<file path="config.mk">
export PLATFORM = sky130hd
export DESIGN_NAME = id_ex_stage_flat
export DESIGN_NICKNAME = d
export VERILOG_FILES = /design/src/rtl/id_ex_stage_pkg.sv /design/src/rtl/id_ex_stage_if.sv /design/src/rtl/id_ex_stage_hazard_detect.sv /design/src/rtl/id_ex_stage.sv /design/src/flat_wrapper.sv
export SDC_FILE = /design/constraint.sdc
export NUM_CORES = 1
export LEC_CHECK = 0
export ABC_AREA = 0
export CAP_MARGIN = 15
export CORE_AREA = 2 2 134 136
export CTS_CLUSTER_DIAMETER = 40
export DETAILED_ROUTE_END_ITERATION = 6
export DIE_AREA = 0 0 136 138
export HOLD_SLACK_MARGIN = 0.02
export PLACE_DENSITY_LB_ADDON = 0.15
export SYNTH_ARGS = -nofsm -noshare
export SYNTH_HDL_FRONTEND = slang
export SYNTH_SLANG_ARGS = --single-unit
</file>
<file path="constraint.sdc">
create_clock -name clk -period 5.95 [get_ports clk]
set_clock_uncertainty 0.15 [all_clocks]
set_input_delay 1.19 -clock clk [delete_from_list [all_inputs] [get_ports clk]]
set_output_delay 1.19 -clock clk [all_outputs]
set_load 0.005 [all_outputs]
</file>
<file path="src/rtl/id_ex_stage_pkg.sv">
// Shared RV32I pipeline types: control-bit struct, opcodes, default widths.
package rv_pipe_pkg;

  localparam int XLEN_DEF = 32;
  localparam int RIDX_DEF = 5;

  localparam logic [6:0] OP_RTYPE  = 7'b0110011;
  localparam logic [6:0] OP_ITYPE  = 7'b0010011;
  localparam logic [6:0] OP_LOAD   = 7'b0000011;
  localparam logic [6:0] OP_STORE  = 7'b0100011;
  localparam logic [6:0] OP_BRANCH = 7'b1100011;

  // MSB-first order matches the decode control unit's 8-bit output.
  typedef struct packed {
    logic       alusrc;
    logic       memtoreg;
    logic       regwrite;
    logic       memread;
    logic       memwrite;
    logic       branch;
    logic [1:0] aluop;
  } ctrl_t;

endpackage

</file>
<file path="src/rtl/id_ex_stage_if.sv">
// ID->EX bus: decode-side inputs, EX-side registered outputs, hold and perf count.
interface id_ex_if import rv_pipe_pkg::*; #(
  parameter int XLEN = XLEN_DEF,
  parameter int RIDX = RIDX_DEF
);
  logic            id_valid;
  ctrl_t           id_ctrl;
  logic [XLEN-1:0] id_pc, id_rd1, id_rd2, id_imm;
  logic [RIDX-1:0] id_rs1, id_rs2, id_rd;
  logic [3:0]      id_funct;
  logic            flush;
  logic            stall_ext;

  logic            ex_valid;
  ctrl_t           ex_ctrl;
  logic [XLEN-1:0] ex_pc, ex_rd1, ex_rd2, ex_imm;
  logic [RIDX-1:0] ex_rs1, ex_rs2, ex_rd;
  logic [3:0]      ex_funct;
  logic            id_hold;
  logic [31:0]     bubble_cnt;

  modport master (
    output id_valid, id_ctrl, id_pc, id_rd1, id_rd2, id_imm,
           id_rs1, id_rs2, id_rd, id_funct, flush, stall_ext,
    input  ex_valid, ex_ctrl, ex_pc, ex_rd1, ex_rd2, ex_imm,
           ex_rs1, ex_rs2, ex_rd, ex_funct, id_hold, bubble_cnt
  );

  modport slave (
    input  id_valid, id_ctrl, id_pc, id_rd1, id_rd2, id_imm,
           id_rs1, id_rs2, id_rd, id_funct, flush, stall_ext,
    output ex_valid, ex_ctrl, ex_pc, ex_rd1, ex_rd2, ex_imm,
           ex_rs1, ex_rs2, ex_rd, ex_funct, id_hold, bubble_cnt
  );
endinterface

</file>
<file path="src/rtl/id_ex_stage_hazard_detect.sv">
// Combinational load-use detector: a load in EX whose rd feeds a source of the ID instruction.
module hazard_detect import rv_pipe_pkg::*; #(
  parameter int RIDX = RIDX_DEF
) (
  input  logic            i_id_valid,
  input  logic            i_id_alusrc,
  input  logic            i_id_memwrite,
  input  logic [RIDX-1:0] i_id_rs1,
  input  logic [RIDX-1:0] i_id_rs2,
  input  logic            i_ex_valid,
  input  logic            i_ex_memread,
  input  logic [RIDX-1:0] i_ex_rd,
  output logic            o_hazard
);
  logic w_uses_rs2;
  logic w_rs1_hit;
  logic w_rs2_hit;

  // I-type and loads carry an immediate in the rs2 field; stores still read rs2.
  assign w_uses_rs2 = !i_id_alusrc | i_id_memwrite;
  assign w_rs1_hit  = (i_ex_rd == i_id_rs1);
  assign w_rs2_hit  = w_uses_rs2 & (i_ex_rd == i_id_rs2);
  assign o_hazard   = i_id_valid & i_ex_valid & i_ex_memread & (i_ex_rd != '0)
                    & (w_rs1_hit | w_rs2_hit);
endmodule

</file>
<file path="src/rtl/id_ex_stage.sv">
// ID/EX stage register with load-use bubble insertion, flush and downstream hold.
// Optional bubble counter built only when PERF_CNT_EN is defined.
module id_ex_stage import rv_pipe_pkg::*; #(
  parameter int XLEN = XLEN_DEF,
  parameter int RIDX = RIDX_DEF
) (
  input logic   clk,
  input logic   reset,
  id_ex_if.slave bus
);
  logic            w_hazard;
  logic            w_take;
  logic            r_valid;
  ctrl_t           r_ctrl;
  logic [XLEN-1:0] r_pc, r_rd1, r_rd2, r_imm;
  logic [RIDX-1:0] r_rs1, r_rs2, r_rd;
  logic [3:0]      r_funct;

  hazard_detect #(.RIDX(RIDX)) u_hazard (
    .i_id_valid   (bus.id_valid),
    .i_id_alusrc  (bus.id_ctrl.alusrc),
    .i_id_memwrite(bus.id_ctrl.memwrite),
    .i_id_rs1     (bus.id_rs1),
    .i_id_rs2     (bus.id_rs2),
    .i_ex_valid   (r_valid),
    .i_ex_memread (r_ctrl.memread),
    .i_ex_rd      (r_rd),
    .o_hazard     (w_hazard)
  );

  // Only a real, unkilled, hazard-free instruction may carry control bits into EX.
  assign w_take = bus.id_valid & !bus.flush & !w_hazard;

  always_ff @(posedge clk or posedge reset) begin
    if (reset) begin
      r_valid <= 1'b0;
      r_ctrl  <= '0;
      r_pc    <= '0;
      r_rd1   <= '0;
      r_rd2   <= '0;
      r_imm   <= '0;
      r_rs1   <= '0;
      r_rs2   <= '0;
      r_rd    <= '0;
      r_funct <= '0;
    end else if (!bus.stall_ext) begin
      r_valid <= w_take;
      r_ctrl  <= w_take ? bus.id_ctrl : '0;
      r_pc    <= bus.id_pc;
      r_rd1   <= bus.id_rd1;
      r_rd2   <= bus.id_rd2;
      r_imm   <= bus.id_imm;
      r_rs1   <= bus.id_rs1;
      r_rs2   <= bus.id_rs2;
      r_rd    <= bus.id_rd;
      r_funct <= bus.id_funct;
    end
  end

`ifdef PERF_CNT_EN
  logic [31:0] r_bubble_cnt;

  always_ff @(posedge clk or posedge reset) begin
    if (reset)
      r_bubble_cnt <= '0;
    else if (!bus.stall_ext && !bus.flush && w_hazard)
      r_bubble_cnt <= r_bubble_cnt + 32'd1;
  end

  assign bus.bubble_cnt = r_bubble_cnt;
`else
  assign bus.bubble_cnt = '0;
`endif

  assign bus.id_hold  = bus.stall_ext | (w_hazard & !bus.flush);
  assign bus.ex_valid = r_valid;
  assign bus.ex_ctrl  = r_ctrl;
  assign bus.ex_pc    = r_pc;
  assign bus.ex_rd1   = r_rd1;
  assign bus.ex_rd2   = r_rd2;
  assign bus.ex_imm   = r_imm;
  assign bus.ex_rs1   = r_rs1;
  assign bus.ex_rs2   = r_rs2;
  assign bus.ex_rd    = r_rd;
  assign bus.ex_funct = r_funct;
endmodule

</file>
<file path="src/flat_wrapper.sv">
// flat-port wrapper written by rule: the top's interface ports become plain ports
module id_ex_stage_flat import rv_pipe_pkg::*;
#(
  parameter int XLEN = XLEN_DEF,
  parameter int RIDX = RIDX_DEF
)
  (clk, reset, bus_id_valid, bus_id_ctrl, bus_id_pc, bus_id_rd1, bus_id_rd2, bus_id_imm, bus_id_rs1, bus_id_rs2, bus_id_rd, bus_id_funct, bus_flush, bus_stall_ext, bus_ex_valid, bus_ex_ctrl, bus_ex_pc, bus_ex_rd1, bus_ex_rd2, bus_ex_imm, bus_ex_rs1, bus_ex_rs2, bus_ex_rd, bus_ex_funct, bus_id_hold, bus_bubble_cnt);
  id_ex_if #(.XLEN(XLEN), .RIDX(RIDX)) bus_i ();
  input logic clk;
  input logic reset;
  input wire logic [$bits(bus_i.id_valid)-1:0] bus_id_valid;
  input wire logic [$bits(bus_i.id_ctrl)-1:0] bus_id_ctrl;
  input wire logic [$bits(bus_i.id_pc)-1:0] bus_id_pc;
  input wire logic [$bits(bus_i.id_rd1)-1:0] bus_id_rd1;
  input wire logic [$bits(bus_i.id_rd2)-1:0] bus_id_rd2;
  input wire logic [$bits(bus_i.id_imm)-1:0] bus_id_imm;
  input wire logic [$bits(bus_i.id_rs1)-1:0] bus_id_rs1;
  input wire logic [$bits(bus_i.id_rs2)-1:0] bus_id_rs2;
  input wire logic [$bits(bus_i.id_rd)-1:0] bus_id_rd;
  input wire logic [$bits(bus_i.id_funct)-1:0] bus_id_funct;
  input wire logic [$bits(bus_i.flush)-1:0] bus_flush;
  input wire logic [$bits(bus_i.stall_ext)-1:0] bus_stall_ext;
  output wire logic [$bits(bus_i.ex_valid)-1:0] bus_ex_valid;
  output wire logic [$bits(bus_i.ex_ctrl)-1:0] bus_ex_ctrl;
  output wire logic [$bits(bus_i.ex_pc)-1:0] bus_ex_pc;
  output wire logic [$bits(bus_i.ex_rd1)-1:0] bus_ex_rd1;
  output wire logic [$bits(bus_i.ex_rd2)-1:0] bus_ex_rd2;
  output wire logic [$bits(bus_i.ex_imm)-1:0] bus_ex_imm;
  output wire logic [$bits(bus_i.ex_rs1)-1:0] bus_ex_rs1;
  output wire logic [$bits(bus_i.ex_rs2)-1:0] bus_ex_rs2;
  output wire logic [$bits(bus_i.ex_rd)-1:0] bus_ex_rd;
  output wire logic [$bits(bus_i.ex_funct)-1:0] bus_ex_funct;
  output wire logic [$bits(bus_i.id_hold)-1:0] bus_id_hold;
  output wire logic [$bits(bus_i.bubble_cnt)-1:0] bus_bubble_cnt;
  assign bus_i.id_valid = bus_id_valid;
  assign bus_i.id_ctrl = bus_id_ctrl;
  assign bus_i.id_pc = bus_id_pc;
  assign bus_i.id_rd1 = bus_id_rd1;
  assign bus_i.id_rd2 = bus_id_rd2;
  assign bus_i.id_imm = bus_id_imm;
  assign bus_i.id_rs1 = bus_id_rs1;
  assign bus_i.id_rs2 = bus_id_rs2;
  assign bus_i.id_rd = bus_id_rd;
  assign bus_i.id_funct = bus_id_funct;
  assign bus_i.flush = bus_flush;
  assign bus_i.stall_ext = bus_stall_ext;
  assign bus_ex_valid = bus_i.ex_valid;
  assign bus_ex_ctrl = bus_i.ex_ctrl;
  assign bus_ex_pc = bus_i.ex_pc;
  assign bus_ex_rd1 = bus_i.ex_rd1;
  assign bus_ex_rd2 = bus_i.ex_rd2;
  assign bus_ex_imm = bus_i.ex_imm;
  assign bus_ex_rs1 = bus_i.ex_rs1;
  assign bus_ex_rs2 = bus_i.ex_rs2;
  assign bus_ex_rd = bus_i.ex_rd;
  assign bus_ex_funct = bus_i.ex_funct;
  assign bus_id_hold = bus_i.id_hold;
  assign bus_bubble_cnt = bus_i.bubble_cnt;
  id_ex_stage #(.XLEN(XLEN), .RIDX(RIDX)) u_core (.clk(clk), .reset(reset), .bus(bus_i));
endmodule
</file>
* Word level (Yosys, flattened, before mapping)
Index checks and enable logic that the tools add are counted.
** Operators by class
- Equal/unequal tests :: 2
- Muxes and demuxes :: 1
- Bitwise logic cells :: 11
- Reduce and logical (&&, ||, !) cells :: 4
** Operators with widths (number)
- == test 5 bit :: 2
- AND 1 bit :: 8
- two-way mux 8 bit :: 1
- nonzero test 5 bit :: 1
- zero test 1 bit :: 3
- bitwise OR 1 bit :: 3
** Storage, ports and cells
- Flip-flop bits (word level) :: 156
- Input port bits :: 160
- Output and inout bits :: 189

* Logic depth before layout (Yosys ltp)
Gate-level depths: netlist of the first run.
- Depth after elaboration :: 8
- Depth in mapped cells :: 5

* By module
From an unflattened synthesis of the first run, not the netlist that was laid out.
** Unflattened totals
- Cells, all modules :: 397
- Area total of the unflattened synthesis :: 6312.3 um^2
** By module, submodules not included
- id_ex_stage :: times used 1, cells an instance 375, area each 6158.4 um^2, seq. area each 3903.7 um^2
- hazard_detect :: times used 1, cells an instance 22, area each 153.9 um^2, seq. area each 0.0 um^2

* Worst setup path before layout of the first run
Ideal clock, no wire load.
- Kind :: input port to output port
- Start point :: input bus_id_rs2[1]
- End point :: output bus_id_hold
- Data arrival time :: 1.987 ns
- Slack :: 2.623 ns
- Stages :: 4
- Path through :: xnor2_1 -> nand4_1 -> o22ai_1 -> a21o_1
** On the way
- Cells in the longest elaborated chain, start to end :: 6
** RTL lines
- start, declared :: RTL line flat_wrapper.sv:18 : input wire logic [$bits(bus_i.id_rs2)-1:0] bus_id_rs2;
- == test 5 bit :: RTL line id_ex_stage_hazard_detect.sv:22 : assign w_rs2_hit = w_uses_rs2 & (i_ex_rd == i_id_rs2);
- AND 1 bit :: RTL line id_ex_stage_hazard_detect.sv:22
- bitwise OR 1 bit :: RTL line id_ex_stage_hazard_detect.sv:24 : & (w_rs1_hit | w_rs2_hit);
- AND 1 bit :: RTL line id_ex_stage_hazard_detect.sv:24
- AND 1 bit :: RTL line id_ex_stage.sv:75 : assign bus.id_hold = bus.stall_ext | (w_hazard & !bus.flush);
- bitwise OR 1 bit :: RTL line id_ex_stage.sv:75
- end, declared :: RTL line flat_wrapper.sv:33 : output wire logic [$bits(bus_i.id_hold)-1:0] bus_id_hold;
Every way passes these cells.

* Worst setup path after layout of the first run
- Start point :: input bus_id_rs2[2]
- End point :: output bus_id_hold
Same word-level chain as after synthesis.

==> flow_summary_export.csv, run 1 <==
group,metric,value,unit
layout,area_delta_synth_final,62.6,%
synth,synth_warnings,0,
grt,overflow,0,
floorplan,io_pins,349,
sta,rsz0062_at_grt,"no",
sta,drv_slew,0,
sta,fmax,215,MHz
grt,antenna_found_initial,0,
grt,grt_pass1_vias,4761,
clock_tree,root_buffer,"clkbuf_16",
sta,max_slew.worst_pin.slew,1.10,ns
worst_setup_path,cp_common_cell,"clkdlybuf4s50_1",
clock_tree,post_cts_buffers,0,
routing,ant_nets,0,
worst_setup_path,path_class,"in2out",
worst_setup_path,worst_setup_path_start_kind,"primary input",
clock_tree,cts_tree,"built",
clock_tree,postCtsHoldBufs,0,
synth,netlist.area_leader.share,0.626,
worst_setup_path,slowest_delay,0.66,ns
worst_setup_path,crit_chain,"clkdlybuf4s50_1, xnor2_1, o21ai_0, o22ai_1, a21o_1, clkdlybuf4s50_1",
worst_setup_path,critPathCaptureType,"output pin",
worst_setup_path,crit_arrival,3.30,ns
clock_tree,clkLatencyLatePin,0.41,ns
pwr,leakage,0.00416,uW
synth,avgSynthCellArea,15.4,um^2
grt,grt_max_degree,86,
grt,grt_usage,0.181,
floorplan,start_util,0.356,
worst_setup_path,worst_ep_required_time,4.61,ns
synth,synth_top_area_cell,"dfrtp_1",
synth,synth_commonest_cells,"156 x dfrtp_1, 147 x mux2_2, 33 x buf_4",
sta,period_needed,4.64,ns
clock_tree,postCtsResizedCells,0,
floorplan,die-area,0.0188,mm^2
grt,grt_pass1_wl,26.1,mm
placement,gp_congestion,0.780,
pwr,worst_ir_drop_vdd,0.178,mV
floorplan,die_h,138,um
floorplan,core,0.0175,mm^2
layout,drive_above_1_share,0.253,
clock_tree,clock_sinks,156,
clock_tree,cts.clk_slew.worst_paths,0.06,ns
synth,yosysSeqAreaShare,0.626,
routing,drtIter0Drc,124,
synth,synth_ff_type,"dfrtp_1",
worst_setup_path,slowest_stage,"o22ai_1",
synth,syn_inst,404,
layout,layout.nets,881,
sta,finalSetupViolations,0,
routing,vias,4406,
routing,firstDrtPassIters,4,
placement,dp_hpwl,12.3,mm
synth,syn_area,0.00624,mm^2
job,max_cap_viol_count,0,
sta,finalCritPeriodShare,0.780,
routing,wl_per_cell,17.2,um
clock_tree,clock_path_buffers,2,
placement,place_area,0.00950,mm^2
synth,synth_seq_cells,156,
synth,yosysMostFrequentCell,"dfrtp_1",
floorplan,num_rows,49,
synth,synthTopCellsByArea,"dfrtp_1 63%, mux2_2 27%, buf_4 4.0%, xnor2_1 1.4%, a32oi_1 1.1%",
sta,hold_viol_final,0,
floorplan,die_w,136,um
sta,relSlewSlack,0.265,
routing,drt-total-wl,16.6,mm
clock_tree,numCtsBuffers,17,
routing,via_per_inst,4.58,
run_status,status,"completed",
placement,numPortBuffers,316,
worst_hold_path,hold_class,"reg2reg",
pwr,power_density,291,mW/mm^2
sta,setup_tns,0,ns
worst_setup_path,path_max_fanout,10,
routing,drc,0,
layout,n_antenna_cell,0,
synth,netlist-cell-type-count,22,
synth,synth_edf_count,0,
layout,final_area,0.0101,mm^2
clock_tree,htreeDepth,4,
synth,async_reset_ff_frac,1.00,
## stage by stage
| stage | power [uW] | hold WS [ns] | instances | util | setup slack [ns] |
|---|---|---|---|---|---|
| final | 2950 | 0.353 | 963 | 0.578 | 1.31 |
| after global routing | 3080 | 0.363 | 963 | 0.578 | 1.18 |
| after global placement | 1770 | 0.335 | 931 | 0.542 | 1.32 |
| after floorplan | 1430 | 0.330 | 435 | - | 0.403 |
| after detailed placement | 1790 | 0.342 | 931 | 0.542 | 1.33 |
| after CTS | 2990 | 0.356 | 963 | 0.578 | 1.33 |
## sequential cells by signal, summed over array words and instances, names as in the netlist, 5 cells and up
name	cells
u_core.bus.ex_ctrl	8
u_core.bus.ex_imm	32
u_core.bus.ex_pc	32
u_core.bus.ex_rd	5
u_core.bus.ex_rd1	32
u_core.bus.ex_rd2	32
u_core.bus.ex_rs1	5
u_core.bus.ex_rs2	5
## layer usage
metal  track usage  wire length [um]
met5             0                 0
met1         0.190              5720
met3        0.0700              1590
met2         0.317              8770
met4        0.0806               510
## critical path, delay by kind of cell
| family | cells | cell delay (ns) |
|---|---|---|
| AO/OA/AOI/OAI | 3 | 0.98 |
| buffers and inverters | 2 | 1.01 |
| XOR/XNOR | 1 | 0.12 |
## worst paths after layout
path | startpoint | end | slack, ns | cells past startpoint
hold reg to reg | u_core.bus.ex_rd1[12]$_DFFE_PP0N_ | u_core.bus.ex_rd1[12]$_DFFE_PP0N_ | 0.35 | 1
setup / recovery | bus_id_rs2[2] | bus_id_hold | 1.31 | 6
setup reg to reg | u_core.bus.ex_rd[2]$_DFFE_PP0N_ | u_core.bus.ex_ctrl[2]$_DFFE_PP0N_ | 3.97 | 4
max in group asynchronous | reset | u_core.bus.ex_rd2[8]$_DFFE_PP0N_ | 3.46 | 3
min in group asynchronous | reset | u_core.bus.ex_pc[7]$_DFFE_PP0N_ | 1.15 | 2
hold / removal | u_core.bus.ex_rd1[12]$_DFFE_PP0N_ | u_core.bus.ex_rd1[12]$_DFFE_PP0N_ | 0.35 | 1
## cells by family after synthesis
group | count (synthesis) | share of synthesized area
mux | 147 | 0.265
xor+xnor | 10 | 0.0140
simple gates | 13 | 0.0110
buf+inv | 55 | 0.0558
other cells | 1 | 0.000601
flops | 156 | 0.626
compound gates | 22 | 0.0273
## area by class of cell
class                      count  area [um^2]
fill                        1423         7390
sequential                   156         3900
timing repair buffer         319         3190
multi-input combinational    224         2100
clock buffer                  18          429
tap                          229          287
clock inverter                14          215
inverter                       3         16.3
## power by group
group	leakage [uW]	internal (uW)	switching, uW
clock	0.000311	747	438
combinational	0.00202	368	165
sequential	0.00184	1170	60.5
## cell usage in the layout, fill, tap and decap left out, types with 2 or more instances in the layout
cell type	synthesis	final
o21ai_0	6	6
a32oi_1	8	8
o21ai_1	3	3
inv_1	3	2
xnor2_1	10	10
dfrtp_1	156	156
nand2_1	8	8
clkinvlp_4	0	2
clkdlybuf4s50_1	0	315
conb_1	1	32
mux2_2	147	147
bufinv_16	0	5
buf_4	33	3
clkinv_2	0	3
clkbuf_16	0	17
inv_6	0	4
Note: power is estimated with default switching activity, not from simulation.
==> run 2, diff against run 1 <==
Settings changed: CORE_AREA 2 2 134 136 to unset, CORE_MARGIN set to 2, CORE_UTILIZATION set to 35, DIE_AREA 0 0 136 138 to unset.
Clock period 5.95 ns to 4.2 ns, I/O delays scaled along.
==> flow_summary_export.csv, run 2 (same netlist as run 1, synthesis figures left out) <==
group,metric,value,unit
grt,grt_max_degree,157,
layout,nFillCells,1385,
worst_setup_path,critPathCaptureType,"output pin",
pwr,worst_ir_drop_vdd,0.260,mV
floorplan,core,0.0174,mm^2
layout,layout.nets,882,
floorplan,start_util,0.359,
routing,via_per_inst,4.54,
sta,rsz0062_at_grt,"no",
floorplan,io_pins,349,
routing,drtIter0Drc,100,
job,max_cap_viol_count,0,
layout,final_common_cell,"clkdlybuf4s50_1",
clock_tree,clock_path_buffers,2,
sta,finalCritPeriodShare,0.847,
worst_setup_path,cp_common_cell,"clkdlybuf4s50_1",
clock_tree,root_buffer,"clkbuf_16",
sta,setup_tns,0,ns
placement,numPortBuffers,316,
layout,n_antenna_cell,0,
worst_setup_path,ff2ff_path_depth,4,
layout,area_delta_synth_final,62.5,%
routing,drc,0,
clock_tree,postCtsResizedCells,0,
clock_tree,htreeDepth,4,
sta,finalSetupViolations,0,
pwr,leakage,0.00415,uW
routing,firstDrtPassIters,4,
grt,grt_pass1_wl,24.8,mm
run_status,status,"completed",
sta,period_needed,3.56,ns
floorplan,die_w,137,um
worst_setup_path,crit_arrival,2.57,ns
sta,drv_slew,0,
floorplan,die-area,0.0189,mm^2
grt,antenna_found_initial,0,
routing,vias,4351,
placement,gp_congestion,0.794,
worst_setup_path,worst_setup_path_start_kind,"primary input",
worst_hold_path,hold_class,"reg2reg",
placement,dp_hpwl,12.2,mm
clock_tree,post_cts_buffers,0,
routing,ant_nets,0,
clock_tree,clkLatencyLatePin,0.41,ns
floorplan,die_h,137,um
clock_tree,numCtsBuffers,17,
clock_tree,clock_sinks,156,
pwr,power_density,406,mW/mm^2
floorplan,num_rows,48,
grt,grt_pass1_vias,4609,
routing,drt-total-wl,16.5,mm
grt,overflow,0,
worst_setup_path,path_class,"in2out",
routing,wl_per_cell,17.2,um
grt,grt_usage,0.174,
worst_setup_path,path_max_fanout,2,
placement,dp_slack,0.637,ns
layout,layout_common_cells,"315 x clkdlybuf4s50_1, 156 x dfrtp_1, 147 x mux2_2",
sta,fmax,281,MHz
clock_tree,postCtsHoldBufs,0,
worst_hold_path,min_path_cells,2,
worst_setup_path,worst_ep_required_time,3.21,ns
worst_setup_path,crit_chain,"clkdlybuf4s50_1, xnor2_1, nand4_1, o22ai_1, a21o_1, clkdlybuf4s50_1",
sta,relSlewSlack,0.370,
clock_tree,cts_tree,"built",
sta,max_slew.worst_pin.slew,0.940,ns
layout,drive_above_1_share,0.251,
worst_setup_path,slowest_stage,"clkdlybuf4s50_1",
clock_tree,cts.clk_slew.worst_paths,0.06,ns
worst_setup_path,slowest_delay,0.51,ns
sta,setup_ws,0.642,ns
sta,hold_viol_final,0,
## run 2: cell types whose count changed in the layout (fill, tap and decap cells not counted), sizes merged
cell / delta
clkinv: -2
clkbuf: +4
buf: +1
bufinv: -1
inv: -3
clkinvlp: +1
## run 2: area by class of cell
type	instances	area, um^2	share of cell area
sequential	156	3900	0.385
timing repair buffer	320	3210	0.316
multi-input combinational	224	2100	0.207
clock buffer	22	464	0.0458
tap	225	282	0.0278
clock inverter	9	161	0.0159
inverter	3	15.0	0.00148
## run 2: per-layer routing
layer,part of all wire,global-route usage
met1,0.35,0.184
met2,0.50,0.296
met4,0.027,0.0802
met5,0,0
met3,0.12,0.0787
## run 2: critical path: cells and delay by family
kind            cells  cell delay [ns]
simple gates        1             0.15
buf+inv             2             1.01
compound gates      2             0.42
xor+xnor            1             0.14
## run 2: final timing paths
kind	from	slack, ns	end
setup / recovery	bus_id_rs2[4]	0.64	bus_id_hold
max in group asynchronous	reset	2.41	u_core.bus.ex_rd2[2]$_DFFE_PP0N_
min in group asynchronous	reset	0.86	u_core.bus.ex_imm[3]$_DFFE_PP0N_
setup reg to reg	u_core.bus.ex_rd[0]$_DFFE_PP0N_	2.30	u_core.bus.ex_ctrl[7]$_DFFE_PP0N_
hold / removal	u_core.bus.ex_ctrl[1]$_DFFE_PP0N_	0.35	u_core.bus.ex_ctrl[1]$_DFFE_PP0N_
hold reg to reg	u_core.bus.ex_ctrl[1]$_DFFE_PP0N_	0.35	u_core.bus.ex_ctrl[1]$_DFFE_PP0N_
## run 2: power breakdown
part	leakage (uW)	total [uW]	switching [uW]	internal (uW)
logic	0.00202	759	236	523
registers	0.00184	1740	83.4	1650
clock network	0.000297	1620	592	1030
total	0.00415	4120	911	3210
## run 2: through the flow
stage | instances | hold slack [ns] | utilization | power [uW] | instance area (um^2)
2_1_floorplan | 435 | 0.330 | - | 2020 | 6360
3_3_place_gp | 928 | 0.330 | 0.548 | 2520 | 9510
3_5_place_dp | 928 | 0.342 | 0.548 | 2530 | 9510
4_1_cts | 959 | 0.355 | 0.584 | 4180 | 10100
5_1_grt | 959 | 0.364 | 0.584 | 4300 | 10100
6_report | 959 | 0.353 | 0.584 | 4120 | 10100
